<file path="src/rtl/fml_memtest.sv">
// FML 4x64 memory tester: writes a seeded pattern over a burst range, reads it back, counts bad beats.
// One burst in flight; waits indefinitely on fml_ack; done pulses two cycles after the final read beat.
module fml_memtest #(
    parameter int fml_depth = 26,
    parameter int wr_delay  = 1,
    parameter int rd_delay  = 4
) (
    input  logic                 sys_clk,
    input  logic                 sys_rst,
    input  logic                 start,
    input  logic [fml_depth-6:0] base,
    input  logic [19:0]          count,
    input  logic [31:0]          seed,
    output logic                 busy,
    output logic                 done,
    output logic [31:0]          errors,
    output logic [fml_depth-4:0] first_err,
    output logic [fml_depth-1:0] fml_adr,
    output logic                 fml_stb,
    output logic                 fml_we,
    input  logic                 fml_ack,
    output logic [7:0]           fml_sel,
    output logic [63:0]          fml_do,
    input  logic [63:0]          fml_di
);
    localparam int BW = fml_depth - 5;

    typedef enum logic [2:0] {IDLE, WR_REQ, WR_DATA, RD_REQ, RD_DATA, END} state_t;

    state_t        state;
    logic [BW-1:0] base_r;
    logic [BW-1:0] burst;
    logic [19:0]   count_r;
    logic [19:0]   n;
    logic [31:0]   seed_r;
    logic [4:0]    cnt;
    logic          err_seen;

    logic [19:0]   n_next;
    logic [BW-1:0] burst_next;
    logic          more;
    logic [4:0]    wr_beat;
    logic [4:0]    rd_beat;
    logic          wr_last;
    logic          rd_last;
    logic          rd_valid;
    logic          rd_bad;

    function automatic logic [63:0] pattern(input logic [31:0] s, input logic [19:0] idx,
                                            input logic [1:0] b);
        logic [31:0] k;
        k = s ^ {10'd0, idx, b};
        return {k, ~k};
    endfunction

    // cnt is the offset of the current cycle from the ack cycle during data phases
    assign n_next     = n + 20'd1;
    assign burst_next = burst + BW'(1);
    assign more       = (n_next < count_r);
    assign wr_beat    = cnt + 5'd1 - 5'(wr_delay);
    assign rd_beat    = cnt - 5'(rd_delay);
    assign wr_last    = (cnt == 5'(wr_delay + 3));
    assign rd_last    = (cnt == 5'(rd_delay + 3));
    assign rd_valid   = (state == RD_DATA) && (rd_beat < 5'd4);
    assign rd_bad     = (fml_di != pattern(seed_r, n, rd_beat[1:0]));
    assign fml_sel    = 8'hFF;

    always_ff @(posedge sys_clk) begin
        if (sys_rst) begin
            state   <= IDLE;
            busy    <= 1'b0;
            done    <= 1'b0;
            fml_stb <= 1'b0;
            fml_we  <= 1'b0;
            fml_adr <= '0;
            fml_do  <= '0;
            cnt     <= '0;
        end else begin
            done <= 1'b0;
            case (state)
                IDLE: begin
                    if (start) begin
                        errors    <= '0;
                        first_err <= '0;
                        err_seen  <= 1'b0;
                        busy      <= 1'b1;
                        base_r    <= base;
                        burst     <= base;
                        count_r   <= count;
                        seed_r    <= seed;
                        n         <= '0;
                        cnt       <= '0;
                        if (count == 20'd0) begin
                            state <= END;
                        end else begin
                            state   <= WR_REQ;
                            fml_stb <= 1'b1;
                            fml_we  <= 1'b1;
                            fml_adr <= {base, 5'b0};
                        end
                    end
                end
                WR_REQ: begin
                    if (fml_ack) begin
                        fml_stb <= 1'b0;
                        cnt     <= 5'd1;
                        state   <= WR_DATA;
                        fml_do  <= (wr_beat < 5'd4) ? pattern(seed_r, n, wr_beat[1:0]) : '0;
                    end
                end
                WR_DATA: begin
                    cnt    <= cnt + 5'd1;
                    fml_do <= (wr_beat < 5'd4) ? pattern(seed_r, n, wr_beat[1:0]) : '0;
                    if (wr_last) begin
                        cnt     <= '0;
                        fml_stb <= 1'b1;
                        if (more) begin
                            n       <= n_next;
                            burst   <= burst_next;
                            fml_adr <= {burst_next, 5'b0};
                            fml_we  <= 1'b1;
                            state   <= WR_REQ;
                        end else begin
                            n       <= '0;
                            burst   <= base_r;
                            fml_adr <= {base_r, 5'b0};
                            fml_we  <= 1'b0;
                            state   <= RD_REQ;
                        end
                    end
                end
                RD_REQ: begin
                    if (fml_ack) begin
                        fml_stb <= 1'b0;
                        cnt     <= 5'd1;
                        state   <= RD_DATA;
                    end
                end
                RD_DATA: begin
                    cnt <= cnt + 5'd1;
                    if (rd_valid && rd_bad) begin
                        if (errors != 32'hFFFF_FFFF) errors <= errors + 32'd1;
                        if (!err_seen) begin
                            err_seen  <= 1'b1;
                            first_err <= {burst, rd_beat[1:0]};
                        end
                    end
                    if (rd_last) begin
                        cnt <= '0;
                        if (more) begin
                            n       <= n_next;
                            burst   <= burst_next;
                            fml_adr <= {burst_next, 5'b0};
                            fml_stb <= 1'b1;
                            fml_we  <= 1'b0;
                            state   <= RD_REQ;
                        end else begin
                            state <= END;
                        end
                    end
                end
                END: begin
                    busy  <= 1'b0;
                    done  <= 1'b1;
                    state <= IDLE;
                end
                default: state <= IDLE;
            endcase
        end
    end

endmodule

</file>
<file path="config.mk">
export PLATFORM = sky130hd
export DESIGN_NAME = fml_memtest
export DESIGN_NICKNAME = d
export VERILOG_FILES = /design/src/rtl/fml_memtest.sv
export SDC_FILE = /design/constraint.sdc
export NUM_CORES = 1
export LEC_CHECK = 0
export ABC_AREA = 1
export CORE_ASPECT_RATIO = 1.4
export CORE_MARGIN = 5
export CORE_UTILIZATION = 47
export DETAILED_ROUTE_END_ITERATION = 7
export DONT_BUFFER_PORTS = 1
export PLACE_DENSITY = 0.68
export SLEW_MARGIN = 20
export SYNTH_ARGS = -nofsm -noshare
export SYNTH_HDL_FRONTEND = slang
export SYNTH_SLANG_ARGS = --single-unit
</file>
<file path="constraint.sdc">
create_clock -name sys_clk -period 6.53 [get_ports sys_clk]
set_input_delay 0.9795 -clock sys_clk [delete_from_list [all_inputs] [get_ports sys_clk]]
set_output_delay 0.9795 -clock sys_clk [all_outputs]
set_load 0.01 [all_outputs]
</file>
==> Word level (Yosys, flattened, before mapping) <==
Cells that the tools add are included.
{ "totals": {"register_bits": 272, "latchBits": 0, "mem_bits_rw": 0, "mem_bits_ro": 0, "input_bits": 141, "out_inout_bits": 157, "wordCells": 133, "memories": 0} }
{ "classes": {"n_addsub": 6, "multipliers": 0, "div_mod_pow": 0, "order_cmp": 3, "eq_ne": 20, "n_shift": 0, "n_mux": 62, "bitwise_logic": 5, "reduce_logical": 21} }
{ "op_table": {"columns": ["op", "count"], "rows": [
  ["two-way mux 26 bit", 6],
  ["two-way mux 64 bit", 2],
  ["one-hot mux 64 bit (2 select lines)", 1],
  ["two-way mux 21 bit", 5],
  ["two-way mux 20 bit", 5],
  ["two-way mux 32 bit", 3],
  ["one-hot mux 26 bit (3 select lines)", 1],
  ["two-way mux 23 bit", 3],
  ["inequality test 64 bit", 1],
  ["NOT 32 bit", 2],
  ["one-hot mux 32 bit (2 select lines)", 1],
  ["bitwise XOR 32 x 22 -> 32 bit", 2],
  ["one-hot mux 21 bit (3 select lines)", 1],
  ["one-hot mux 20 bit (3 select lines)", 1],
  ["one-hot mux 23 bit (2 select lines)", 1],
  ["adder 32 x 1 -> 32 bit (second input constant)", 1],
  ["inequality test 32 bit (second input constant)", 1],
  ["adder 21 x 1 -> 21 bit (second input constant)", 1],
  ["two-way mux 3 bit", 7],
  ["adder 20 x 1 -> 20 bit (second input constant)", 1],
  ["zero test 20 bit", 1],
  ["< comparator 20 bit", 1],
  ["two-way mux 5 bit", 4],
  ["one-hot mux 5 bit (4 select lines)", 1],
  ["other kinds (29)", 64]
]} }

==> Depth between registers and ports, before layout <==
{ "depth": {"ltp_word": 7, "ltp_mapped": 26, "depth_no_buf": 26} }

==> Least setup slack after synthesis <==
OpenSTA, ideal clock, no wires.
{ "synth_timing": {"path_kind": "input -> register", "start": "input port sys_rst", "end": "register base_r[0], enable pin", "setup_ns": 0.504, "arrival_ns": 4.246, "required_ns": 6.026, "path_slack_ns": 1.780, "stages": 2, "n_path_buf": 1, "cell_sequence": "clkbuf_1 nor2_1"} }
{ "synth_via": {"elab_chain_len": 2} }
{ "synth_rtl": {"columns": ["element", "line_no", "rtl"], "rows": [
  ["start, declared", "9", "input logic sys_rst,"],
  ["NOT 1 bit (no source line)", null, null],
  ["AND reduction 3 bit (no source line)", null, null],
  ["end signal, assigned", "87", "base_r <= base;"],
  ["end, declared", "31", "logic [BW-1:0] base_r;"]
]} }
No other way between the ends.
A chain may end at the register's enable or synchronous reset.

==> Worst setup path after layout <==
{ "layout_timing": {"start": "register n[0]", "end": "register fml_we"} }
{ "layout_via": {"elab_chain_len": 5, "word_cells_on_any_way": 7, "classes_between": "add/sub (1); order compare (1); eq/ne (1); mux (3); reduce/logical (1)"} }
{ "layout_rtl": {"columns": ["element", "line_no", "rtl"], "rows": [
  ["start, declared", "34", "logic [19:0] n;"],
  ["start signal, assigned", "118", "n <= n_next;"],
  ["start signal, assigned", "151", "n <= n_next;"],
  ["adder 20 x 1 -> 20 bit *", "57", "assign n_next = n + 20'd1;"],
  ["< comparator 20 bit *", "59", "assign more = (n_next < count_r);"],
  ["two-way mux 1 bit", "117", "if (more) begin"],
  ["two-way mux 1 bit", "114", "if (wr_last) begin"],
  ["one-hot mux 1 bit (3 select lines)", "80", "case (state)"],
  ["end signal, assigned", "74", "fml_we <= 1'b0;"],
  ["end signal, assigned", "121", "fml_we <= 1'b1;"],
  ["end signal, assigned", "127", "fml_we <= 1'b0;"],
  ["end, declared", "20", "output logic fml_we,"]
]} }
Every way passes the cells marked *; elsewhere a longest branch is shown, timed or not. The select of a mux whose other input is x is not followed.

==> key figures <==
Global route
  • GR Util met1: roughly a quarter
  • GR peak layer: met2
  • First-pass GRT wire length: around 60000 um
  • Largest net degree at the start of global routing: about 130
  • Vias in the first global route: roughly 11000
  • Initial antenna violation count: 3
  • GR Overflow Total: 0
  • M3 GR Usage: approximately 8%
  • Met2 Usage GRT: between 30% and 40%
  • GRT Overall Usage: between 20 and 25%

STA
  • RSZ-0062 raised after global routing: no
  • Hold WS: between 400 and 500 ps
  • Max Slew Vio Count: 0
  • Final hold vios: 0
  • Worst slew margin: between 30% and 40%
  • Fin worst setup slack: roughly 1900 ps
  • Final period util: between 70% and 80%
  • Post-route minimum period: about 4600 ps
  • TNS Setup: 0 ps
  • F_max: 0.216 GHz
  • Worst slew pin tran: approximately 960 ps
  • Clk_skew: around 7.5 ps
  • Final Setup Violations: 0

Min path
  • Worst hold start: cnt[4]
  • Hold Crit Class: reg2reg
  • WHS Endpoint: cnt[4]
  • Worst hold path cell count: 2

Finish
  • Most common cell after layout, fill and taps aside: nand2_1
  • Util after Layout: approximately half
  • Syn-to-layout area delta: 8.54%
  • Storage element area: 0.00705 mm^2
  • Antenna diodes: 0
  • Share of layout cells above drive strength 1: 4.82%
  • Area occupied by multi-input gates: roughly 0.0057 mm^2
  • Nets: slightly below 2000
  • Fillers: 2775
  • Most frequent cells in the layout: nand2_1, inv_1, nor2_1, edfxtp_1, o21ai_0

Logic synthesis
  • Post-Synthesis Cells: 1816
  • Synthesized area: 0.0140 mm^2
  • Warnings, synthesis: 0
  • Unique masters post-synth: ~40
  • FFs w/ async S/R, synth: 0%
  • Syn Area/Cell: about 7.7 um^2
  • Top-area cell type share of the netlist area: a little over a third
  • Synth area leaders: edfxtp_1, nand2_1, dfxtp_1, inv_1, nor2_1
  • Post-synth top area cell: edfxtp_1
  • Number of synthesized register bits: about 270
  • Post-synth EDFFs: 170
  • Register area share after synthesis: between 50% and 60%
  • Prevailing post-synth register cell: edfxtp_1

CTS
  • Cts repair resizes: 0
  • Clk slew on worst S/H paths: approximately 60 ps
  • Worst-Skew Late Latency: approximately 560 ps
  • Hold_buf cts: 0
  • Setup bufs post-CTS: 0
  • Htree depth: 1
  • CTS tree: built
  • Max clock buf depth: 3
  • Root Driver: clkbuf_16
  • Sink Count: ~270
  • TritonCTS Buffers: 28

Placed design
  • Detailed placement HPWL: slightly below 30000 um
  • Dpl ws: ~1800 ps
  • Routability cong.: approximately 0.97
  • Port Buffers: 0

Power
  • VDD IR max: between 200 and 250 uV
  • Pleak: around 6.9 nW
  • Pwr dens: 438 mW/mm^2

Setup path
  • Capturing point of the worst reg2reg path: fml_we
  • Worst r2r path cells: 21
  • CP Cell Sequence: inv_1 -> nor3_4 -> nand2_4 -> nor2_4 -> nand3_2 -> nor2_2 -> nand2_2 -> nor2_2 -> nand3_1 -> nand2_1 -> nand2_2 -> inv_1 -> ha_1 -> a21oi_1 -> o21ai_0 -> a21oi_1 -> nand3_2 -> nand2_1 -> nand3_2 -> o21ai_0 -> a21oi_1
  • Crit Path Category: reg2reg
  • CP arrival: between 5000 and 6000 ps
  • Worst R2R Start: n[0]
  • CP max FO: 45
  • CP required: between 6000 and 7000 ps
  • Slowest-stage cell, CP: nand3_2
  • CP endpoint kind: flop
  • Worst path max stage delay: roughly 760 ps
  • R2r setup slk: 1900 ps
  • Critical Path Source Type: flop

Detailed routing
  • Pre-antenna DRT Iters: 5
  • Total vias in the final route: 11400
  • ANT nets after route: 0
  • Drc violations: 0
  • Routed WL: a little under 40000 um
  • DR WL/cell: 17.7 um
  • Vias per Instance: 5.18
  • Detailed router's first-iteration violation count: 731

Floorplanning
  • IO Count: a little under 300
  • Die X: 156 um
  • Core Area: about 0.029 mm^2
  • Die area: roughly 0.033 mm^2
  • Initial Utilization: 47.8%
  • Cell row count: 74
  • Die Y: between 200 and 250 um

Flow run
  • Max-cap violations: 0

Run status
  • Status: finished clean
-- area by class of cell --
class                           instances  share of cell area (%)
Clock inverter                         16                   0.912
Clock buffer                           36                    5.08
Timing Repair Buffer                   10                   0.493
Sequential cell                       267                    46.3
Inverter                              264                    6.51
Tap cell                              380                    3.12
Multi-Input combinational cell       1231                    37.6
-- routing by layer --
| layer | routed length, um | share of wire (%) |
|---|---|---|
| met5 | 27 | 0.069 |
| met2 | 19400 | 50 |
| met1 | 14100 | 36 |
| met3 | 4090 | 10 |
| met4 | 1510 | 3.9 |
-- worst max-delay path by stage --
stage | startpoint | endpoint | slack [ps] | cells past startpoint
floorplan | sys_rst | base_r[0] | 1780 | 2
global placement | n[0] | burst[16] | 2050 | 21
detailed placement | n[0] | fml_we | 1830 | 21
CTS | n[0] | fml_we | 1830 | 20
global route | n[0] | fml_we | 1420 | 20
finish | n[0] | fml_we | 1900 | 21
-- cells by family after synthesis --
group / synth area share, %
flops: 50.2
other cells: 0.0535
buf+inv: 9.52
fa+ha+maj: 2.32
compound gates: 8.22
xor+xnor: 2.19
simple gates: 27.5
-- report_power, final --
part / switching [W] / internal [W] / leakage [nW]
Sequential: 0.000575 / 0.00242 / 2.40
Combinational: 0.00150 / 0.000592 / 4.09
Clock: 0.000671 / 0.000916 / 0.448
-- stage by stage --
step	std cells	area, um^2	total power [W]
final	2204	15200	0.00667
after global placement	2152	14300	0.00505
after global routing	2204	15200	0.00716
after CTS	2204	15200	0.00672
after floorplan	1827	14100	0.00450
after detailed placement	2152	14300	0.00511
-- cells in the mapped netlist, types with 3 or more instances --
| cell type | count |
|---|---|
| nor3_1 | 21 |
| o211ai_1 | 3 |
| nand4_1 | 15 |
| nor2_1 | 192 |
| nand3_1 | 89 |
| nand3_2 | 4 |
| nand3b_1 | 4 |
| a21oi_1 | 104 |
| dfxtp_1 | 97 |
| nand2_2 | 3 |
| or2_2 | 6 |
| clkbuf_1 | 27 |
| nand2_1 | 571 |
| o21ai_0 | 105 |
| xnor2_1 | 3 |
| o21a_1 | 5 |
| nor4_1 | 9 |
| buf_4 | 22 |
| edfxtp_1 | 170 |
| nor2_2 | 7 |
| ha_1 | 26 |
| xor2_1 | 32 |
| buf_2 | 14 |
| inv_1 | 262 |
-- worst max-delay path: cells and delay by family (launching register included) --
family	cells	cell delay (ps)
simple gates	13	2670
compound gates	5	950
flops	1	430
fa+ha+maj	1	230
buf+inv	2	180
-- registers in the layout (all words and copies together), names as in the netlist, 3 cells and up --
| signal | flops |
|---|---|
| first_err | 23 |
| seed_r | 32 |
| burst | 21 |
| state | 3 |
| fml_adr | 21 |
| base_r | 21 |
| fml_do | 64 |
| count_r | 20 |
| n | 20 |
| cnt | 5 |
| errors | 32 |
(Power assumes the default switching activity.)
==> variant (config.mk and constraints unchanged) <==
The parameter `fml_depth` goes from 26 to 13.
--- a/src/rtl/fml_memtest.sv
+++ b/src/rtl/fml_memtest.sv
@@ -1,7 +1,7 @@
 // FML 4x64 memory tester: writes a seeded pattern over a burst range, reads it back, counts bad beats.
 // One burst in flight; waits indefinitely on fml_ack; done pulses two cycles after the final read beat.
 module fml_memtest #(
-    parameter int fml_depth = 26,
+    parameter int fml_depth = 13,
     parameter int wr_delay  = 1,
     parameter int rd_delay  = 4
 ) (
Ports: changed (resized base, first_err and fml_adr); port bits go from 298 to 259. The function was not compared with the original's and may differ.
==> variant against the original RTL <==
Setup slack better by 630 ps; synthesized area is 17% lower; highest routed layer unchanged; sequential power is 28% lower; sequential cell count is 52 lower; design area is 17% lower; combinational power is 45% lower; total power is 30% lower; routed wire length is 19% lower.
==> variant: results (changes against the original RTL) <==
[synthesis]
netlist_top_cells_count=495 x nand2_1, 218 x inv_1, 135 x nor2_1
netlist_instances=1516  ; -17%
synth_top_area_share_pct=33.8  ; -2.6 points
synth_area_leaders=edfxtp_1 34%, nand2_1 16%, dfxtp_1 14%
synth-compound-area-share_pct=9.17  ; +0.95 points
synth_edf_count=131  ; -23%
seq_area_frac_synth_pct=48.2  ; -2.0 points
synth_xor_area_share_pct=2.63  ; +0.45 points
synthAdderAreaFrac_pct=2.79  ; +0.47 points
ys_types=44  ; +7.3%

[grt]
grt_pass1_wl_um=48200  ; -20%
grtUsageTotal_pct=21.8  ; -0.79 points
use_met1_pct=25.5  ; +0.96 points
grt_use_met3_pct=5.05  ; -2.7 points
grt_pass1_vias=8964  ; -20%
antenna_found_initial=4  ; +1
met2_usage_pct=37.5  ; -2.4 points

[routing]
drt-initial-drc-count=596  ; -18%
routed-wl-met3_um=2560  ; -37%
met1_length_um=12100  ; -14%
route.met2.wl_um=15500  ; -20%
num_vias=9479  ; -17%
wl_per_cell_um=17.2  ; -3.2%

[run_status]
outcome=complete, no violations

[pwr]
max-vdd-ir-drop_mv=0.234  ; -0.84%
switching_share_pct=36.4  ; -4.7 points
switchingPower_mw=1.71  ; -38%
pwr-share-comb_pct=24.5  ; -6.8 points
power_frac_seq_pct=45.8  ; +1.0 points
power_leakage_nw=5.93  ; -15%

[worst_hold_path]
min-delay-start=cnt[3]$_SDFFE_PP0P_
min_to=cnt[3]$_SDFFE_PP0P_

[timing]
hold-worst-slack_ps=477  ; -13.3 ps
period_needed_ps=4000  ; -630 ps
slew_headroom_pct=43.9  ; +8.2 points
skew_ps=12.0  ; +4.55 ps

[placement]
io_buffers=0  ; unchanged
post-place-ws_ps=2490  ; +659 ps
place_hpwl_um=23900  ; -18%
gp_congestion=0.909  ; -5.9%
place_inst=1794  ; -17%
placed_area_mm2=0.0119  ; -17%

[finish]
drive_gt1_share_pct=6.64  ; +1.8 points
nets=1658  ; -16%
final.fill_count=2319  ; -16%
final_cells=1838  ; -17%

[clocking]
worstSkewPairLatency_ps=500  ; -60 ps
numCtsBuffers=23  ; -18%
path_clk_slew_ps=60  ; about the same
postCtsSetupBuffers=0  ; unchanged
cts_root_buffer=clkbuf_16

[worst_setup_path]
critPathLaunch=n[2]$_DFFE_PP_
cp_max_fo=20  ; -56%
cp-endpoint=n[18]$_DFFE_PP_
rr_worst_depth=16  ; -24%
cp.arrival_ps=4230  ; -810 ps

[variant: cell count changes after synthesis, moves of 15 or more]
| cell | delta |
|---|---|
| edfxtp_1 | -39 |
| inv_1 | -44 |
| nand2_1 | -76 |
| nand3_1 | -57 |
| nor2_1 | -57 |
| o21ai_0 | -15 |
[variant: cell type report]
type | instances | area (um2) | share of cell area [%]
clock inverter | 14 | 180 | 1.42
sequential | 215 | 5620 | 44.3
inverter | 228 | 856 | 6.75
tap | 315 | 394 | 3.11
antenna | 3 | 7.51 | 0.0592
multi-input combinational | 1030 | 4960 | 39.1
clock buffer | 27 | 632 | 4.98
timing repair buffer | 6 | 45.0 | 0.355
[variant: worst max-delay path, stage by stage, from the launching register on]
cell and delay (ps):
edfxtp_1 460, inv_2 90, nor3_4 320, nand3_1 190, nor4_1 480, xor2_1 250
inv_1 70, ha_1 290, nand2_1 50, nor2_1 110, nand2_1 130, nor2_1 130
nand2_1 120, nand4_1 140, nand2_1 200, inv_1 580, nor2_1 110
